## config.mk

```make
export PLATFORM = sky130hd
export DESIGN_NAME = bs_fetch_ctrl
export DESIGN_NICKNAME = d
export VERILOG_FILES = /design/src/rtl/bs_fetch_ctrl.sv
export SDC_FILE = /design/constraint.sdc
export NUM_CORES = 2
export LEC_CHECK = 0
export BUFFER_PORTS_ARGS = -buffer_cell sky130_fd_sc_hd__buf_4
export CAP_MARGIN = 10
export CORE_ASPECT_RATIO = 0.5
export CORE_MARGIN = 5
export CORE_UTILIZATION = 45
export CTS_BUF_LIST = sky130_fd_sc_hd__clkbuf_4
export DETAILED_ROUTE_END_ITERATION = 16
export HOLD_SLACK_MARGIN = 0.06
export PLACE_DENSITY = 0.61
export SLEW_MARGIN = 20
export SYNTH_ARGS = -nofsm -noshare
export SYNTH_HDL_FRONTEND = slang
export SYNTH_SLANG_ARGS = --single-unit
```

## constraint.sdc

```tcl
create_clock -name clk -period 13.6 [get_ports clk]
set_input_delay 1.36 -clock clk [delete_from_list [all_inputs] [get_ports clk]]
set_output_delay 1.36 -clock clk [all_outputs]
set_load 0.01 [all_outputs]
```

## src/rtl/bs_fetch_ctrl.sv

```systemverilog
// Bitstream prefetch controller: circular word buffer fed from memory, presenting a 48-bit window at the parser bit pointer.
// Optional stall statistics counter enabled by defining BS_STATS_EN; otherwise stall_cnt is tied to zero.
module bs_fetch_ctrl #(
   parameter int unsigned DEPTH     = 16,
   parameter logic [31:0] BASE_ADDR = 32'h0
) (
   input  logic        clk,
   input  logic        reset_n,
   input  logic [31:0] pc,
   input  logic        flush,
   output logic [15:0] BitStream_buffer_output,
   output logic [31:0] BitStream_buffer_output_ex32,
   output logic        bs_valid,
   output logic        err_underrun,
   output logic        mem_rd_req,
   output logic [31:0] mem_rd_addr,
   input  logic        mem_rd_ack,
   input  logic [31:0] mem_rd_data,
   output logic [31:0] stall_cnt
);

   localparam int unsigned   AW        = $clog2(DEPTH);
   localparam logic [26:0]   DEPTH_IDX = 27'(DEPTH);
   localparam logic [26:0]   IDX_ONE   = 27'd1;
   localparam logic [26:0]   IDX_TWO   = 27'd2;
   localparam logic [AW-1:0] SLOT_ONE  = AW'(1);
   localparam logic [AW-1:0] SLOT_TWO  = AW'(2);

   logic [26:0] base_q, base_d;
   logic [26:0] head_q, head_d;
   logic        req_q, req_d;
   logic [31:0] addr_q, addr_d;
   logic        drop_q, drop_d;
   logic        valid_q, valid_d;
   logic        err_q, err_d;
   logic [15:0] out16_q, out16_d;
   logic [31:0] out32_q, out32_d;
   logic [31:0] buf_q [DEPTH];

   logic [26:0] w_idx;
   logic [4:0]  sh;
   logic [26:0] occ, occ_n;
   logic [26:0] dist0, dist1, dist2;
   logic [AW-1:0] slot0, slot1, slot2;
   logic [95:0] cat;
   logic [47:0] win;
   logic        resident, ahead, underrun;
   logic        ack_hit, wr_en, held;

   assign w_idx = pc[31:5];
   assign sh    = pc[4:0];
   assign occ   = head_q - base_q;

   // Modular distances keep the resident/behind tests correct across index wrap.
   assign dist0    = w_idx - base_q;
   assign dist1    = (w_idx + IDX_ONE) - base_q;
   assign dist2    = (w_idx + IDX_TWO) - base_q;
   assign resident = (dist0 < occ) && (dist1 < occ) && (dist2 < occ);
   assign ahead    = (dist0 != 27'd0) && !dist0[26];
   assign underrun = dist0[26] && !flush;

   assign slot0 = w_idx[AW-1:0];
   assign slot1 = slot0 + SLOT_ONE;
   assign slot2 = slot0 + SLOT_TWO;
   assign cat   = {buf_q[slot0], buf_q[slot1], buf_q[slot2]};
   assign win   = 48'((cat << sh) >> 48);

   assign ack_hit = req_q && mem_rd_ack;
   assign wr_en   = ack_hit && !drop_q && !flush;
   assign held    = req_q && !mem_rd_ack;

   always_comb begin
      base_d  = base_q;
      head_d  = head_q;
      req_d   = req_q;
      addr_d  = addr_q;
      drop_d  = drop_q;
      valid_d = 1'b0;
      out16_d = out16_q;
      out32_d = out32_q;
      err_d   = err_q | underrun;
      occ_n   = '0;
      if (flush) begin
         // A pending request survives the flush but its data will be discarded.
         base_d = w_idx;
         head_d = w_idx;
         drop_d = held;
         req_d  = 1'b1;
         if (!held) begin
            addr_d = BASE_ADDR + {5'b0, w_idx};
         end
      end else begin
         if (ahead) begin
            base_d = (dist0 < occ) ? w_idx : head_q;
         end
         if (wr_en) begin
            head_d = head_q + IDX_ONE;
         end
         if (ack_hit) begin
            drop_d = 1'b0;
         end
         occ_n = head_d - base_d;
         if (!held) begin
            req_d = (occ_n < DEPTH_IDX);
            if (occ_n < DEPTH_IDX) begin
               addr_d = BASE_ADDR + {5'b0, head_d};
            end
         end
         valid_d = resident && !underrun;
         if (resident) begin
            out16_d = win[47:32];
            out32_d = win[31:0];
         end
      end
   end

   always_ff @(posedge clk or negedge reset_n) begin
      if (!reset_n) begin
         base_q  <= '0;
         head_q  <= '0;
         req_q   <= 1'b0;
         addr_q  <= '0;
         drop_q  <= 1'b0;
         valid_q <= 1'b0;
         err_q   <= 1'b0;
         out16_q <= '0;
         out32_q <= '0;
      end else begin
         base_q  <= base_d;
         head_q  <= head_d;
         req_q   <= req_d;
         addr_q  <= addr_d;
         drop_q  <= drop_d;
         valid_q <= valid_d;
         err_q   <= err_d;
         out16_q <= out16_d;
         out32_q <= out32_d;
      end
   end

   always_ff @(posedge clk) begin
      if (wr_en) begin
         buf_q[head_q[AW-1:0]] <= mem_rd_data;
      end
   end

   assign BitStream_buffer_output      = out16_q;
   assign BitStream_buffer_output_ex32 = out32_q;
   assign bs_valid                     = valid_q;
   assign err_underrun                 = err_q;
   assign mem_rd_req                   = req_q;
   assign mem_rd_addr                  = addr_q;

`ifdef BS_STATS_EN
   logic        armed_q, armed_d;
   logic [31:0] stall_q, stall_d;

   // Stalls are only counted once the window has been valid since the last reset or flush.
   always_comb begin
      armed_d = flush ? 1'b0 : (armed_q | valid_q);
      stall_d = stall_q;
      if (armed_q && !valid_q && (stall_q != 32'hFFFF_FFFF)) begin
         stall_d = stall_q + 32'd1;
      end
   end

   always_ff @(posedge clk or negedge reset_n) begin
      if (!reset_n) begin
         armed_q <= 1'b0;
         stall_q <= '0;
      end else begin
         armed_q <= armed_d;
         stall_q <= stall_d;
      end
   end

   assign stall_cnt = stall_q;
`else
   assign stall_cnt = 32'h0;
`endif

endmodule
```

; After elaboration in Yosys (flattened, before gate mapping)
; Memory sizes are Yosys's and may differ from the RTL's.
; Index checks and enable logic that the tools add are counted.
[op_classes]
n_div = 0
shifts = 1
mux = 18
n_lt_le_gt_ge = 4
addsub = 10
n_eq_ne = 1
n_bitwise = 3
n_reduce_logical = 19
mul = 0
[ops]
columns = op, n
row1 = 27-bit two-way mux, 7
row2 = 27-bit subtractor, 5
row3 = 32-bit two-way mux, 4
row4 = 96-bit by 5-bit << shifter with 96-bit output, 1
row5 = 27-bit less-than comparator, 3
row6 = "27-bit by 1-bit adder with 27-bit output, second input constant", 2
row7 = "27-bit by 2-bit adder with 27-bit output, second input constant", 1
row8 = "27-bit by 5-bit less-than comparator with 1-bit output, second input constant", 1
row9 = 27-bit nonzero test, 1
row10 = 1-bit logical AND, 9
row11 = 1-bit two-way mux, 7
row12 = 1-bit logical NOT, 5
row13 = "4-bit by 1-bit adder with 4-bit output, second input constant", 1
row14 = "4-bit by 2-bit adder with 4-bit output, second input constant", 1
row15 = 2-bit AND reduction, 2
row16 = 2-bit nonzero test, 2
row17 = "2-bit != test, second input constant", 1
row18 = 1-bit NOT, 2
row19 = 1-bit OR, 1
[totals]
mem_bits_rw = 512
mem_bits_ro = 0
n_memories = 1
register_bits = 138
elab_cells = 66
inputBits = 68
latch_bits = 0
[mem_list]
columns = memory, words, width, rd, rd_ports_with_merged_regs, write_ports, line
row1 = buf_q, 16, 32, 3, 0, 1, 38  ; logic [31:0] buf_q [DEPTH];

; Depth between registers and ports, before layout
[logic_depth]
word_depth = 10
depth_mapped = 49

; Worst setup path after synthesis
; No wires, ideal clock.
[synth_timing]
kind = input port to flip-flop
startpoint = input pc[5]
endpoint = register addr_q[10] (netlist: mem_rd_addr[10])
setup_ns = 0.087
slack_ns = 2.622
cell_stages = 47
t_arrival_ns = 10.892
n_path_buf = 10
cell_sequence = clkbuf_1 clkbuf_1 buf_1 clkbuf_1 clkbuf_1 inv_1 ha_1 fa_1 nand3b_2 nand3_1 and4_1 o211ai_1 a21oi_1 a41oi_1 xnor2_1 inv_1 ha_1 a21oi_1 [... 11 more ...] clkbuf_1 nand2_1 o21bai_1 a21o_1 a21oi_1 o21ai_0 a21oi_1 o21bai_1 mux2i_1 nor2_1 inv_1 a221o_1 nor4_2 nand3_2 or3_1 buf_6 buf_6 o211ai_1
[synth_between]
elab_chain_cells = 9
elab_cells_between_ends = 12
classes_between = add/sub (2) / order compare (2) / mux (3) / reduce/logical (5)
[synth_lines]
columns = item, line
row1 = start: declaration, 9  ; input logic [31:0] pc,
row2 = 27-bit subtractor, 55  ; assign dist0 = w_idx - base_q;
row3 = 27-bit less-than comparator (tied with other cells), 94  ; base_d = (dist0 < occ) ? w_idx : head_q;
row4 = 27-bit two-way mux / 1-bit logical AND (equally long branches), "94, 59"
row5 = 27-bit two-way mux *, 93  ; if (ahead) begin
row6 = 27-bit two-way mux *, 83  ; if (flush) begin
row7 = 27-bit subtractor *, 102  ; occ_n = head_d - base_d;
row8 = 27-bit by 5-bit less-than comparator with 1-bit output *, 105  ; if (occ_n < DEPTH_IDX) begin
row9 = 2-bit nonzero test (no line) *, n/a
row10 = 2-bit AND reduction (no line) *, n/a
row11 = end signal: assignment, 132  ; addr_q <= addr_d;
row12 = end: declaration, 32  ; logic [31:0] addr_q, addr_d;
; Every way passes the cells marked *; elsewhere a longest branch is shown, timed or not. The select of a mux whose other input is x is not followed.
; A chain may end at the register's enable or synchronous reset.

; Final worst setup path
[layout_timing]
startpoint = register head_q[0]
endpoint = register req_q (netlist: mem_rd_req)
[layout_between]
elab_chain_cells = 9
elab_cells_between_ends = 12
classes_between = add/sub (3) / order compare (2) / mux (7)
[layout_lines]
columns = item, line
row1 = start: declaration, 30  ; logic [26:0] head_q, head_d;
row2 = start signal: assignment, 120  ; head_q <= '0;
row3 = start signal: assignment, 130  ; head_q <= head_d;
row4 = 27-bit subtractor, 52  ; assign occ = head_q - base_q;
row5 = 27-bit less-than comparator, 94
row6 = 27-bit two-way mux, 94
row7 = 27-bit two-way mux, 93
row8 = 27-bit two-way mux, 83
row9 = 27-bit subtractor *, 102
row10 = 27-bit by 5-bit less-than comparator with 1-bit output *, 104  ; req_d = (occ_n < DEPTH_IDX);
row11 = 1-bit two-way mux *, 103  ; if (!held) begin
row12 = 1-bit two-way mux *, 83
row13 = end signal: assignment, 131  ; req_q <= req_d;
row14 = end: declaration, 31  ; logic req_q, req_d;
; Marked as above.

==> run metrics <==
# port buffers 145; Worst R2R Start head_q[0]$_DFF_PN0_; Startpoint Class flip-flop; CTS tree yes; combinational power share 64.3%; crit path to mem_rd_req$_DFFE_PN0P_; Worst VDD drop 0.000278 V; post-CTS setup buffers 0; post-synthesis cell count 3567; WL met1 56900 um; Critical Path RT 14.51 ns; Overall Global Routing Usage 25.5%; WP data arrival 12.20 ns; Nets 3966; vias 32200; final setup fails 0; Largest stage delay, worst path 0.81 ns; Slew headroom 16.6%; RSZ-0062 raised after global routing no; ys flop type edfxtp_1; sequential element share of the synthesized area 42.2%; Detail Placement HPWL 94000 um; clock slew at reported path FFs 0.08 ns; pins over their slew limit 0; post-synth top area share 34.7%; Longest Clk Path Bufs 3; area occupied by multi-input gates 24200 sq um; status finished, final reports clean; Die W 454 um; Net Sw Frac 47.9%; First DRT Iteration DRCs 3444; critical path type reg -> reg; Routed Antenna Nets 0; Fillers 8558; GR Overflow Total 0; met3 routed wirelength 10800 um; MaxCap Viol Count 0; most common cell in the synthesized netlist edfxtp_1; post-cts resize count 0; clk sink count 645; Post-synth EDFFs 512; Crit. Startpoint head_q[0]$_DFF_PN0_; # DRC 0; post-layout util 49.7%; CTS HTree Levels 4; layout cells sized above 1 25.5%; register area 18700 sq um; Net Sw Power 0.00553 W; flop2flop setup slack 2.30 ns; drt wl/cell 26.4 um; Ys Warns 0; HP Class in -> async; core footprint 97700 sq um; register share of total power 21.2%; Clock Tree Root clkbuf_4; worst skew pair latency 1.09 ns; post-route setup TNS 0 ns; Tcrit/Tclk final 83.1%; Area Growth Syn to Fin 9.62%; Starting Density 45.4%; r2r endpoint mem_rd_req$_DFFE_PN0P_; Reg2Reg Depth 43; initial antenna violation count 5; crit path max fanout 28; Commonest cells post-synth edfxtp_1, mux4_2, nand2_1, a21oi_1, nor2_1; drt via density 6.27; first-pass GRT wire length 202000 um; fraction of registers with async set/reset 20.6%; cell taking the most area after synthesis edfxtp_1; endpoint class of the critical path flip-flop; Unique masters post-synth 93; Rows 81; Area contributors post-synth edfxtp_1, mux4_2, dfrtp_1; clock skew after layout 0.109 ns; IO Pins 183; DRT Pass-1 Iters 8; WL met2 64700 um; Crit-path slowest cell or3_2; hold_ws 0.336 ns; # hold bufs at CTS 0; most frequent CP cell a21oi_1; syn avg cell area 12.4 sq um; f_max 0.0885 GHz; power share of the clock group 14.5%; vias in the first global route 31600; Leak Pwr 17.9 nW; total CTS buffers 153; Internal Pwr Total 0.00601 W; Fin. Hold Viols 0; pwr/cell area 238 nW/um^2; routed wire length 136000 um; min Tclk post-route 11.30 ns; #FFs+latches synth 645; DR top layer met5; Die Y 232 um; worst slew pin tran 1.24 ns; GPL Wtd Cong 0.946; Die Area 105000 sq um; largest net degree at the start of global routing 142; Synth Cell Area 44300 sq um
## critical path: cells and delay by family (launching register included)
family,cells,cell delay [ns]
adder cells (fa/ha/maj),4,1.22
AO/OA/AOI/OAI,25,6.00
buffers and inverters,5,1.10
AND/OR/NAND/NOR,7,1.47
flip-flops,1,0.51
XOR/XNOR,1,0.44
multiplexers,1,0.39
## cell type report
type,instances,area share [%]
multi-input cells,2566,49.9
flip-flops and latches,645,38.5
clock buffers,224,3.46
well taps,1328,3.42
repair buffers,193,3.07
inverters,132,1.02
clock inverters,45,0.649
diodes,7,0.0360
## sequential cells by signal, summed over array words and instances (netlist names)
signal,count
mem_rd_req,1
drop_q,1
buf_q,512
base_q,27
head_q,27
mem_rd_addr,27
err_underrun,1
bs_valid,1
BitStream_buffer_output_ex32,32
BitStream_buffer_output,16
## through the flow
stage	std cells	instance area, sq um	worst slack [ns]	total power [W]
global placement	4864	46600	2.33	0.00972
floorplan	3603	44500	2.62	0.00771
detailed placement	4864	46600	2.01	0.00978
global route	5138	48600	1.65	0.0124
finish	5140	48600	2.30	0.0115
CTS	5133	48600	2.42	0.0115
## logic make-up after synthesis
logic type | count (synthesis) | synth area share (%)
XOR/XNOR | 120 | 2.37
flip-flops | 645 | 42.2
multiplexers | 665 | 26.4
adder cells (fa/ha/maj) | 207 | 6.30
buffers and inverters | 392 | 3.70
AND/OR/NAND/NOR | 837 | 8.92
AO/OA/AOI/OAI | 700 | 10.1
other | 1 | 0.00846
## per-layer routing
metal / up-vias / track usage, %
li1: 14200 / -
met2: 1437 / 41.4
met5: - / 0
met1: 16400 / 35.6
met4: 4 / 7.37
met3: 200 / 4.53
## power by group through the flow
| stage | clock [W] | combinational (W) | sequential [W] |
|---|---|---|---|
| 2_1_floorplan | 0 | 0.00522 | 0.00249 |
| 3_3_place_gp | 0 | 0.00723 | 0.00249 |
| 5_1_grt | 0.00182 | 0.00813 | 0.00247 |
| 4_1_cts | 0.00171 | 0.00734 | 0.00245 |
| 6_report | 0.00167 | 0.00742 | 0.00245 |
| 3_5_place_dp | 0 | 0.00729 | 0.00250 |
## cells in the final DEF, fill, tap and decap left out, drive strengths merged, types with 38 or more instances in the layout
cell type / synthesis / routed
xnor2: 88 / 88
buf: 88 / 192
o31ai: 41 / 41
edfxtp: 512 / 512
mux4: 394 / 394
nand3: 72 / 72
o21ai: 175 / 175
dfrtp: 133 / 133
mux2: 91 / 91
nand2: 284 / 284
a21o: 45 / 45
nor2: 220 / 220
nor2b: 43 / 43
mux2i: 180 / 180
inv: 128 / 134
clkinv: 4 / 38
a21oi: 223 / 223
nor3: 39 / 39
ha: 180 / 180
clkbuf: 172 / 225
o211ai: 45 / 45
## worst min path at each step
stage,from,endpoint,cells past startpoint
floorplan,err_underrun$_DFF_PN0_,err_underrun$_DFF_PN0_,1
detailed placement,err_underrun$_DFF_PN0_,err_underrun$_DFF_PN0_,1
global placement,err_underrun$_DFF_PN0_,err_underrun$_DFF_PN0_,1
finish,reset_n,BitStream_buffer_output_ex32[2]$_DFFE_PN0P_,1
global route,reset_n,BitStream_buffer_output_ex32[2]$_DFFE_PN0P_,1
CTS,reset_n,BitStream_buffer_output_ex32[2]$_DFFE_PN0P_,1
No activity file was read; power rests on OpenSTA's default activity.
